[src/rtl/sample_writer_if.sv]
// Capture-side bus of the sample memory writer: activate/done handshake, ADC sample strobe,
// RAM write port and trigger status.
interface sample_writer_if #(
   parameter int ADDR_W = 8,
   parameter int DATA_W = 8
) ();
   logic              activate;
   logic              done;
   logic [DATA_W-1:0] adc_data;
   logic              adc_valid;
   logic [ADDR_W-1:0] mem_addr;
   logic [DATA_W-1:0] mem_data;
   logic              mem_we;
   logic [ADDR_W-1:0] trig_addr;
   logic              triggered;

   modport master (
      output activate, adc_data, adc_valid,
      input  done, mem_addr, mem_data, mem_we, trig_addr, triggered
   );

   modport slave (
      input  activate, adc_data, adc_valid,
      output done, mem_addr, mem_data, mem_we, trig_addr, triggered
   );
endinterface

[src/rtl/sample_writer.sv]
// Decimates ADC samples and writes a trigger-aligned record of 2**ADDR_W samples into the
// sample RAM as a ring buffer, then holds done until activate is released.
module sample_writer #(
   parameter int ADDR_W = 8,
   parameter int DATA_W = 8,
   parameter int DEC_W  = 16
) (
   input  logic              clk_50mhz,
   input  logic              reset,
   input  logic [DATA_W-1:0] trig_level,
   input  logic              trig_rising,
   input  logic              force_trig,
   input  logic [ADDR_W-1:0] pretrig,
   input  logic [DEC_W-1:0]  decim,
   sample_writer_if.slave    bus
);

   typedef enum logic [2:0] {IDLE, ARM, WAIT_TRIG, POST, DONE} state_t;

   state_t            state;
   logic [DATA_W-1:0] level_l;
   logic              rising_l;
   logic [ADDR_W-1:0] pretrig_l;
   logic [DEC_W-1:0]  decim_l;
   logic [DEC_W-1:0]  dec_cnt;
   logic [ADDR_W-1:0] wr_ptr;
   logic [ADDR_W-1:0] cnt;
   logic [DATA_W-1:0] prev;
   logic              prev_valid;

   logic capturing;
   logic accept;
   logic crossed;
   logic hit;

   // NOTE: every signal gets a value on every path through this block, so no latch is inferred.
   always_comb begin
      capturing = (state == ARM) || (state == WAIT_TRIG) || (state == POST);
      accept    = capturing && bus.adc_valid && (dec_cnt == '0);
      if (rising_l) crossed = prev_valid && (prev < level_l) && (bus.adc_data >= level_l);
      else          crossed = prev_valid && (prev > level_l) && (bus.adc_data <= level_l);
      hit = force_trig || crossed;
   end

   // NOTE: state is updated with non-blocking assignments so every register samples pre-edge values.
   always_ff @(posedge clk_50mhz) begin
      if (reset) begin
         state         <= IDLE;
         bus.done      <= 1'b0;
         bus.mem_we    <= 1'b0;
         bus.triggered <= 1'b0;
         bus.mem_addr  <= '0;
         bus.mem_data  <= '0;
         bus.trig_addr <= '0;
         level_l       <= '0;
         rising_l      <= 1'b0;
         pretrig_l     <= '0;
         decim_l       <= '0;
         dec_cnt       <= '0;
         wr_ptr        <= '0;
         cnt           <= '0;
         prev          <= '0;
         prev_valid    <= 1'b0;
      end else begin
         bus.mem_we <= 1'b0;
         if (capturing && !bus.activate) begin
            // Abort: any sample accepted in this cycle is dropped.
            state         <= IDLE;
            bus.triggered <= 1'b0;
         end else begin
            if (capturing && bus.adc_valid)
               dec_cnt <= (dec_cnt == '0) ? decim_l : dec_cnt - DEC_W'(1);
            if (accept) begin
               bus.mem_we   <= 1'b1;
               bus.mem_addr <= wr_ptr;
               bus.mem_data <= bus.adc_data;
               wr_ptr       <= wr_ptr + ADDR_W'(1);
               prev         <= bus.adc_data;
               prev_valid   <= 1'b1;
            end
            case (state)
               IDLE: begin
                  if (bus.activate) begin
                     level_l       <= trig_level;
                     rising_l      <= trig_rising;
                     pretrig_l     <= pretrig;
                     decim_l       <= decim;
                     wr_ptr        <= '0;
                     dec_cnt       <= '0;
                     prev_valid    <= 1'b0;
                     cnt           <= '0;
                     bus.triggered <= 1'b0;
                     state         <= (pretrig == '0) ? WAIT_TRIG : ARM;
                  end
               end
               ARM: begin
                  if (accept) begin
                     if (cnt == pretrig_l - ADDR_W'(1)) state <= WAIT_TRIG;
                     else                               cnt   <= cnt + ADDR_W'(1);
                  end
               end
               WAIT_TRIG: begin
                  if (accept && hit) begin
                     bus.trig_addr <= wr_ptr - pretrig_l;
                     bus.triggered <= 1'b1;
                     // Samples still owed after the trigger sample: DEPTH - pretrig - 1.
                     cnt           <= '1 - pretrig_l;
                     state         <= (pretrig_l == '1) ? DONE : POST;
                  end
               end
               POST: begin
                  if (accept) begin
                     cnt <= cnt - ADDR_W'(1);
                     if (cnt == ADDR_W'(1)) state <= DONE;
                  end
               end
               DONE: begin
                  if (!bus.activate) begin
                     state         <= IDLE;
                     bus.done      <= 1'b0;
                     bus.triggered <= 1'b0;
                  end else begin
                     bus.done <= 1'b1;
                  end
               end
               default: state <= IDLE;
            endcase
         end
      end
   end

endmodule
[src/flat_wrapper.sv]
// flat-port wrapper written by rule: the top's interface ports become plain ports
module sample_writer_flat 
#(
   parameter int ADDR_W = 8,
   parameter int DATA_W = 8,
   parameter int DEC_W  = 16
)
  (clk_50mhz, reset, trig_level, trig_rising, force_trig, pretrig, decim, bus_activate, bus_adc_data, bus_adc_valid, bus_done, bus_mem_addr, bus_mem_data, bus_mem_we, bus_trig_addr, bus_triggered);
  sample_writer_if #(.ADDR_W(ADDR_W), .DATA_W(DATA_W)) bus_i ();
  input  logic clk_50mhz;
  input  logic reset;
  input  logic [DATA_W-1:0] trig_level;
  input  logic trig_rising;
  input  logic force_trig;
  input  logic [ADDR_W-1:0] pretrig;
  input  logic [DEC_W-1:0] decim;
  input wire logic [$bits(bus_i.activate)-1:0] bus_activate;
  input wire logic [$bits(bus_i.adc_data)-1:0] bus_adc_data;
  input wire logic [$bits(bus_i.adc_valid)-1:0] bus_adc_valid;
  output wire logic [$bits(bus_i.done)-1:0] bus_done;
  output wire logic [$bits(bus_i.mem_addr)-1:0] bus_mem_addr;
  output wire logic [$bits(bus_i.mem_data)-1:0] bus_mem_data;
  output wire logic [$bits(bus_i.mem_we)-1:0] bus_mem_we;
  output wire logic [$bits(bus_i.trig_addr)-1:0] bus_trig_addr;
  output wire logic [$bits(bus_i.triggered)-1:0] bus_triggered;
  assign bus_i.activate = bus_activate;
  assign bus_i.adc_data = bus_adc_data;
  assign bus_i.adc_valid = bus_adc_valid;
  assign bus_done = bus_i.done;
  assign bus_mem_addr = bus_i.mem_addr;
  assign bus_mem_data = bus_i.mem_data;
  assign bus_mem_we = bus_i.mem_we;
  assign bus_trig_addr = bus_i.trig_addr;
  assign bus_triggered = bus_i.triggered;
  sample_writer #(.ADDR_W(ADDR_W), .DATA_W(DATA_W), .DEC_W(DEC_W)) u_core (.clk_50mhz(clk_50mhz), .reset(reset), .trig_level(trig_level), .trig_rising(trig_rising), .force_trig(force_trig), .pretrig(pretrig), .decim(decim), .bus(bus_i));
endmodule
[config.mk]
export PLATFORM = sky130hd
export DESIGN_NAME = sample_writer_flat
export DESIGN_NICKNAME = d
export VERILOG_FILES = /design/src/rtl/sample_writer_if.sv /design/src/rtl/sample_writer.sv /design/src/flat_wrapper.sv
export SDC_FILE = /design/constraint.sdc
export NUM_CORES = 1
export LEC_CHECK = 0
export BUFFER_PORTS_ARGS = -buffer_cell sky130_fd_sc_hd__buf_2
export CAP_MARGIN = 40
export CORE_ASPECT_RATIO = 1.5
export CORE_UTILIZATION = 36
export DETAILED_ROUTE_END_ITERATION = 7
export HOLD_SLACK_MARGIN = 0.05
export SKIP_CTS_REPAIR_TIMING = 1
export SYNTH_ARGS = -nofsm -noshare
export SYNTH_HDL_FRONTEND = slang
export SYNTH_SLANG_ARGS = --single-unit
[constraint.sdc]
create_clock -name clk_50mhz -period 3.03 [get_ports clk_50mhz]
set_input_delay 0.4545 -clock clk_50mhz [delete_from_list [all_inputs] [get_ports clk_50mhz]]
set_output_delay 0.4545 -clock clk_50mhz [all_outputs]
set_load 0.01 [all_outputs]
==> results of run 1 <==
synth_stat cells (all sizes together), types with 6 or more instances:
cell type and instances:
nor3 26, nor4 7, nand4 14, nor2 61
and3 6, nand2 146, o211ai 7, inv 32
o21ai 26, mux2i 8, nand3 15, or3 6
dfxtp 96, xnor2 15, clkbuf 35, xor2 15
ha 30, a21oi 101
cell type report:
class | instances | area, µm²
Clock buffer | 11 | 233
Clock inverter | 5 | 41.3
Fill cell | 1544 | 8310
Inverter | 32 | 120
Multi-Input combinational cell | 560 | 3250
Sequential cell | 96 | 1920
Tap cell | 196 | 245
Timing Repair Buffer | 96 | 541
routing by layer:
metal  vias up  track usage (%)
li1       2660                -
met1      2406             23.8
met2       128             35.2
met3        27             3.99
met4         2             8.37
met5         -                0
sequential cells by signal, summed over array words and instances, names as in the netlist, 3 cells and up:
| name | cells |
|---|---|
| u_core.bus.mem_addr | 8 |
| u_core.bus.mem_data | 8 |
| u_core.bus.trig_addr | 8 |
| u_core.cnt | 8 |
| u_core.dec_cnt | 16 |
| u_core.decim_l | 16 |
| u_core.level_l | 8 |
| u_core.pretrig_l | 8 |
| u_core.state | 3 |
| u_core.wr_ptr | 8 |
report_power, final:
group / leakage, nW / switching (mW) / internal (mW) / total (mW)
Clock: 0.126 / 0.508 / 0.563 / 1.07
Combinational: 1.73 / 1.04 / 0.705 / 1.75
Sequential: 0.780 / 0.127 / 1.37 / 1.50
through the flow:
step                      setup WS, ps  instance area (µm²)  util, %  instances  power (mW)
after global routing              11.7                 6350     43.3        996        4.63
after detailed placement           162                 6080     41.4        980        3.27
after CTS                          116                 6350     43.3        996        4.35
after global placement             168                 6080     41.4        980        3.26
after floorplan                    329                 5440        -        727        2.76
final                              185                 6350     43.3        996        4.31
path summary, 6_finish.rpt:
kind,startpoint,end,slack [ps],depth (start not counted)
min reg2reg,u_core.bus.mem_addr[0]$_SDFFE_PP0P_,u_core.bus.mem_addr[0]$_SDFFE_PP0P_,450,2
min,decim[12],u_core.decim_l[12]$_SDFFE_PP0P_,330,3
max,u_core.level_l[5]$_SDFFE_PP0P_,u_core.cnt[6]$_SDFFE_PP0P_,180,11
max reg2reg,u_core.level_l[5]$_SDFFE_PP0P_,u_core.cnt[6]$_SDFFE_PP0P_,180,11
worst max-delay path: stages (launching register included):
cell and delay [ps]:
dfxtp_1 330, inv_1 60, ha_1 290, a21o_1 180
a21o_1 180, a211o_1 320, a211oi_1 210, a31oi_1 80
buf_4 170, or3_1 330, nand3_1 210, mux2_2 360
logic make-up after synthesis:
group | share of synthesized area, %
xor gates and xnor gates | 4.83
muxes | 1.89
and+or+nand+nor | 26.6
buffers and inverters | 4.90
DFF | 35.4
adders and majority gates | 7.27
AOI/OAI and AO/OA | 19.2
==> results.json, run 1 <==
{
  "status": "completed",
  "met1_length_mm": 6.46,
  "cap_violations": 0,
  "area_growth_pct": 16.9,
  "yosysTopAreaCellShare_pct": 35.4,
  "ant_nets": 0,
  "synth_area_per_cell_um2": 7.48,
  "cp_max_fo": 6,
  "synthArstFlopShare_pct": 0,
  "power.density_nw_per_um2": 679,
  "slew_violations": 0,
  "drt_wl_total_mm": 15.3,
  "fin_crit_ps": 2850,
  "peakVddDrop_mv": 0.303,
  "final_common_cell": "nand2_1",
  "grt_max_degree": 36,
  "synthTopCellsByArea": "dfxtp_1, nand2_1, a21oi_1",
  "synth_edf_count": 0,
  "ys_types": 59,
  "synth_top_area_cell": "dfxtp_1",
  "hold_class": "in2reg",
  "core_area_um2": 14700,
  "cts.sinks": 96,
  "finalSetupViolCount": 0,
  "die_x_um": 102,
  "grt_antenna_before_repair": 1,
  "overflow": 0,
  "grt_setup_unrepaired": "false",
  "rows": 54,
  "yosysWarnings": 0,
  "grt_use_total_pct": 20.3,
  "timing.fmax_ghz": 0.351,
  "crit_type": "reg2reg",
  "cts_buffer_depth": 2,
  "power.leakage_nw": 2.63,
  "post-route-period-util_pct": 93.9,
  "vias_per_cell": 5.24,
  "critPathArrivalTime_ps": 3080,
  "htreeDepth": 3,
  "drive_gt1_share_pct": 16.3,
  "syn_nets": 804,
  "cts.reportedPaths.clkPinSlew_ps": 80,
  "portBuffers": 72,
  "syn_inst": 727,
  "routed-wl-met3_um": 617,
  "grt_pass1_vias": 4957,
  "drcViolationCount": 0,
  "cts_tree": "yes",
  "tightest_slew_ps": 694,
  "whs_ps": 333,
  "synth_flop_cell": "dfxtp_1",
  "diodes": 0,
  "top_layer_used": "met5",
  "final_cell_mix": "nand2_1, a21oi_1, dfxtp_1",
  "grt_pass1_wl_mm": 24.7,
  "worstSkewPairLatency_ps": 350,
  "firstDrtPassIters": 5,
  "io_pins": 73,
  "netlist_area_um2": 5440,
  "synth_seq_cells": 96,
  "start_util_pct": 37.1,
  "setup_tns_ps": 0,
  "wl_met2_mm": 7.83,
  "die_area_um2": 15600,
  "via_count": 5223,
  "routabilityCongestion": 0.872,
  "crit_required_ps": 3260,
  "initialDrtViolationCount": 253,
  "startpoint_type": "flop",
  "cts_root_buf": "clkbuf_16",
  "drt-wirelength-per-cell_um": 15.3,
  "crit_path_end_kind": "flop",
  "synth-seq-area-share_pct": 35.4,
  "fin_skew_ps": 13.5,
  "relSlewSlack_pct": 53.6,
  "nets": 872,
  "final_hold_viol_count": 0,
  "dpl.hpwl_mm": 11.3,
  "fp.dieH_um": 153,
  "numCtsBuffers": 9
}
(Power assumes the default switching activity.)
==> inputs of run 2 (changes only) <==
==> constraint.sdc (replaced) <==
create_clock -name clk_50mhz -period 3.03 [get_ports clk_50mhz]
set_input_delay 0.1515 -clock clk_50mhz [delete_from_list [all_inputs] [get_ports clk_50mhz]]
set_output_delay 0.1515 -clock clk_50mhz [all_outputs]
set_load 0.01 [all_outputs]
==> results.json, run 2 (synthesis results as in run 1) <==
{
  "top_regs": "u_core.dec_cnt x16, u_core.decim_l x16",
  "core_area_um2": 14700,
  "crit_path_end_kind": "flop",
  "dpl_cell_area_um2": 6080,
  "rows": 54,
  "status": "completed",
  "cp_num_cells": 11,
  "io_pins": 73,
  "drive_gt1_share_pct": 16.4,
  "initialDrtViolationCount": 238,
  "overflow": 0,
  "die_area_um2": 15600,
  "power.internal_mw": 2.73,
  "grt_max_degree": 43,
  "cts_buffer_depth": 2,
  "vias_per_cell": 5.24,
  "pwr-share-comb_pct": 39.5,
  "finalSetupViolCount": 0,
  "r2r_cells": 11,
  "drt_wl_total_mm": 15.0,
  "peakVddDrop_mv": 0.377,
  "fin_crit_ps": 2880,
  "power.leakage_nw": 2.66,
  "routabilityCongestion": 0.873,
  "grt_pass1_wl_mm": 24.3,
  "cap_violations": 0,
  "dpl.hpwl_mm": 11.0,
  "final_cells": 1000,
  "critPathArrivalTime_ps": 3100,
  "setup_tns_ps": 0,
  "die_x_um": 102,
  "nFillCells": 1540,
  "drt-wirelength-per-cell_um": 15.0,
  "via_count": 5243,
  "firstDrtPassIters": 4,
  "grt_pass1_vias": 4975,
  "critPathSlowestCell": "mux2_2",
  "drcViolationCount": 0,
  "cts.reportedPaths.clkPinSlew_ps": 70,
  "tightest_slew_ps": 716,
  "hold_depth": 3,
  "relSlewSlack_pct": 52.1,
  "final_area_um2": 6430,
  "grt_setup_unrepaired": "false",
  "worstSkewPairLatency_ps": 350,
  "cts_root_buf": "clkbuf_16",
  "power.density_nw_per_um2": 688,
  "swShare_pct": 38.3,
  "cts_tree": "yes",
  "htreeDepth": 3,
  "hold_class": "in2reg",
  "startpoint_type": "flop",
  "cts.sinks": 96,
  "portBuffers": 72,
  "grt_use_total_pct": 19.8,
  "numCtsBuffers": 9,
  "slew_violations": 0,
  "whs_ps": 37.5,
  "critPathTopFamily": "compound AO/OA/AOI/OAI gates",
  "critPathMaxStageDelay_ps": 370,
  "final_hold_viol_count": 0,
  "crit_required_ps": 3260,
  "start_util_pct": 37.1,
  "dp_cells": 980,
  "nets": 876,
  "grt_antenna_before_repair": 0,
  "switching_power_mw": 1.69,
  "final_cell_mix": "nand2_1, a21oi_1, dfxtp_1",
  "ant_nets": 0,
  "path_buf_inv": 2,
  "post-route-period-util_pct": 95.0,
  "crit_chain": "inv_1 > ha_1 > a21o_1 > a21o_1 > a211o_1 > a211oi_1 > a31oi_1 > buf_4 > or3_1 > nand3_1 > mux2_2",
  "final_common_cell": "nand2_1",
  "timing.final.ws_setup_ps": 150,
  "cp_max_fo": 6,
  "fp.dieH_um": 153,
  "dp_slack_ps": 175,
  "timing.fmax_ghz": 0.347,
  "diodes": 0,
  "area_growth_pct": 18.3,
  "reg2reg_setup_slack_ps": 150,
  "path_common_cell": "a21o_1",
  "crit_type": "reg2reg",
  "seq_power_share_pct": 33.7,
  "power_frac_clock_pct": 26.8,
  "fin_skew_ps": 14.3
}
==> run 2: cell types whose count changed in the layout (fill, tap and decap cells not counted), sizes merged <==
cell,previous run,this run
bufinv,0,1
dlygate4sd3,0,4
clkinv,2,0
inv,33,35
clkbuf,11,10
==> run 2: cell type report <==
| cell class | instances | area (µm²) | share of cell area (%) |
|---|---|---|---|
| Timing Repair Buffer | 100 | 581 | 9.03 |
| Inverter | 32 | 120 | 1.87 |
| Clock inverter | 6 | 73.8 | 1.15 |
| Multi-Input combinational cell | 560 | 3260 | 50.7 |
| Sequential cell | 96 | 1920 | 29.9 |
| Tap cell | 196 | 245 | 3.81 |
| Clock buffer | 10 | 229 | 3.56 |
==> run 2: power groups by stage <==
stage | sequential [mW] | combinational (mW) | clock (mW)
6_report | 1.49 | 1.75 | 1.18
5_1_grt | 1.51 | 1.97 | 1.27
4_1_cts | 1.49 | 1.75 | 1.22
3_5_place_dp | 1.52 | 1.74 | 0
3_3_place_gp | 1.52 | 1.73 | 0
2_1_floorplan | 1.48 | 1.28 | 0
==> run 2: through the flow <==
| step | power [mW] | utilization, % |
|---|---|---|
| 2_1_floorplan | 2.76 | - |
| 3_3_place_gp | 3.25 | 41.4 |
| 3_5_place_dp | 3.26 | 41.4 |
| 4_1_cts | 4.46 | 43.5 |
| 5_1_grt | 4.75 | 43.8 |
| 6_report | 4.43 | 43.8 |
==> run 2: tightest hold or removal path: cells and delay by family <==
| family | cells | cell delay (ps) |
|---|---|---|
| buffers and inverters | 1 | 100 |
| AOI/OAI and AO/OA | 1 | 50 |
| and+or+nand+nor | 1 | 40 |
==> run 2: metal layers <==
metal,up-vias,routed length (µm),track usage [%]
met5,-,0,0
met4,0,446,7.69
met3,29,616,3.07
met2,120,7480,34.1
met1,2423,6440,24.1
li1,2671,-,-
==> run 2: final timing paths <==
kind,from,to
hold / removal,decim[5],u_core.decim_l[5]$_SDFFE_PP0P_
hold reg to reg,u_core.bus.mem_addr[7]$_SDFFE_PP0P_,u_core.bus.mem_addr[7]$_SDFFE_PP0P_
setup reg to reg,u_core.level_l[5]$_SDFFE_PP0P_,u_core.cnt[6]$_SDFFE_PP0P_
setup / recovery,u_core.level_l[5]$_SDFFE_PP0P_,u_core.cnt[6]$_SDFFE_PP0P_
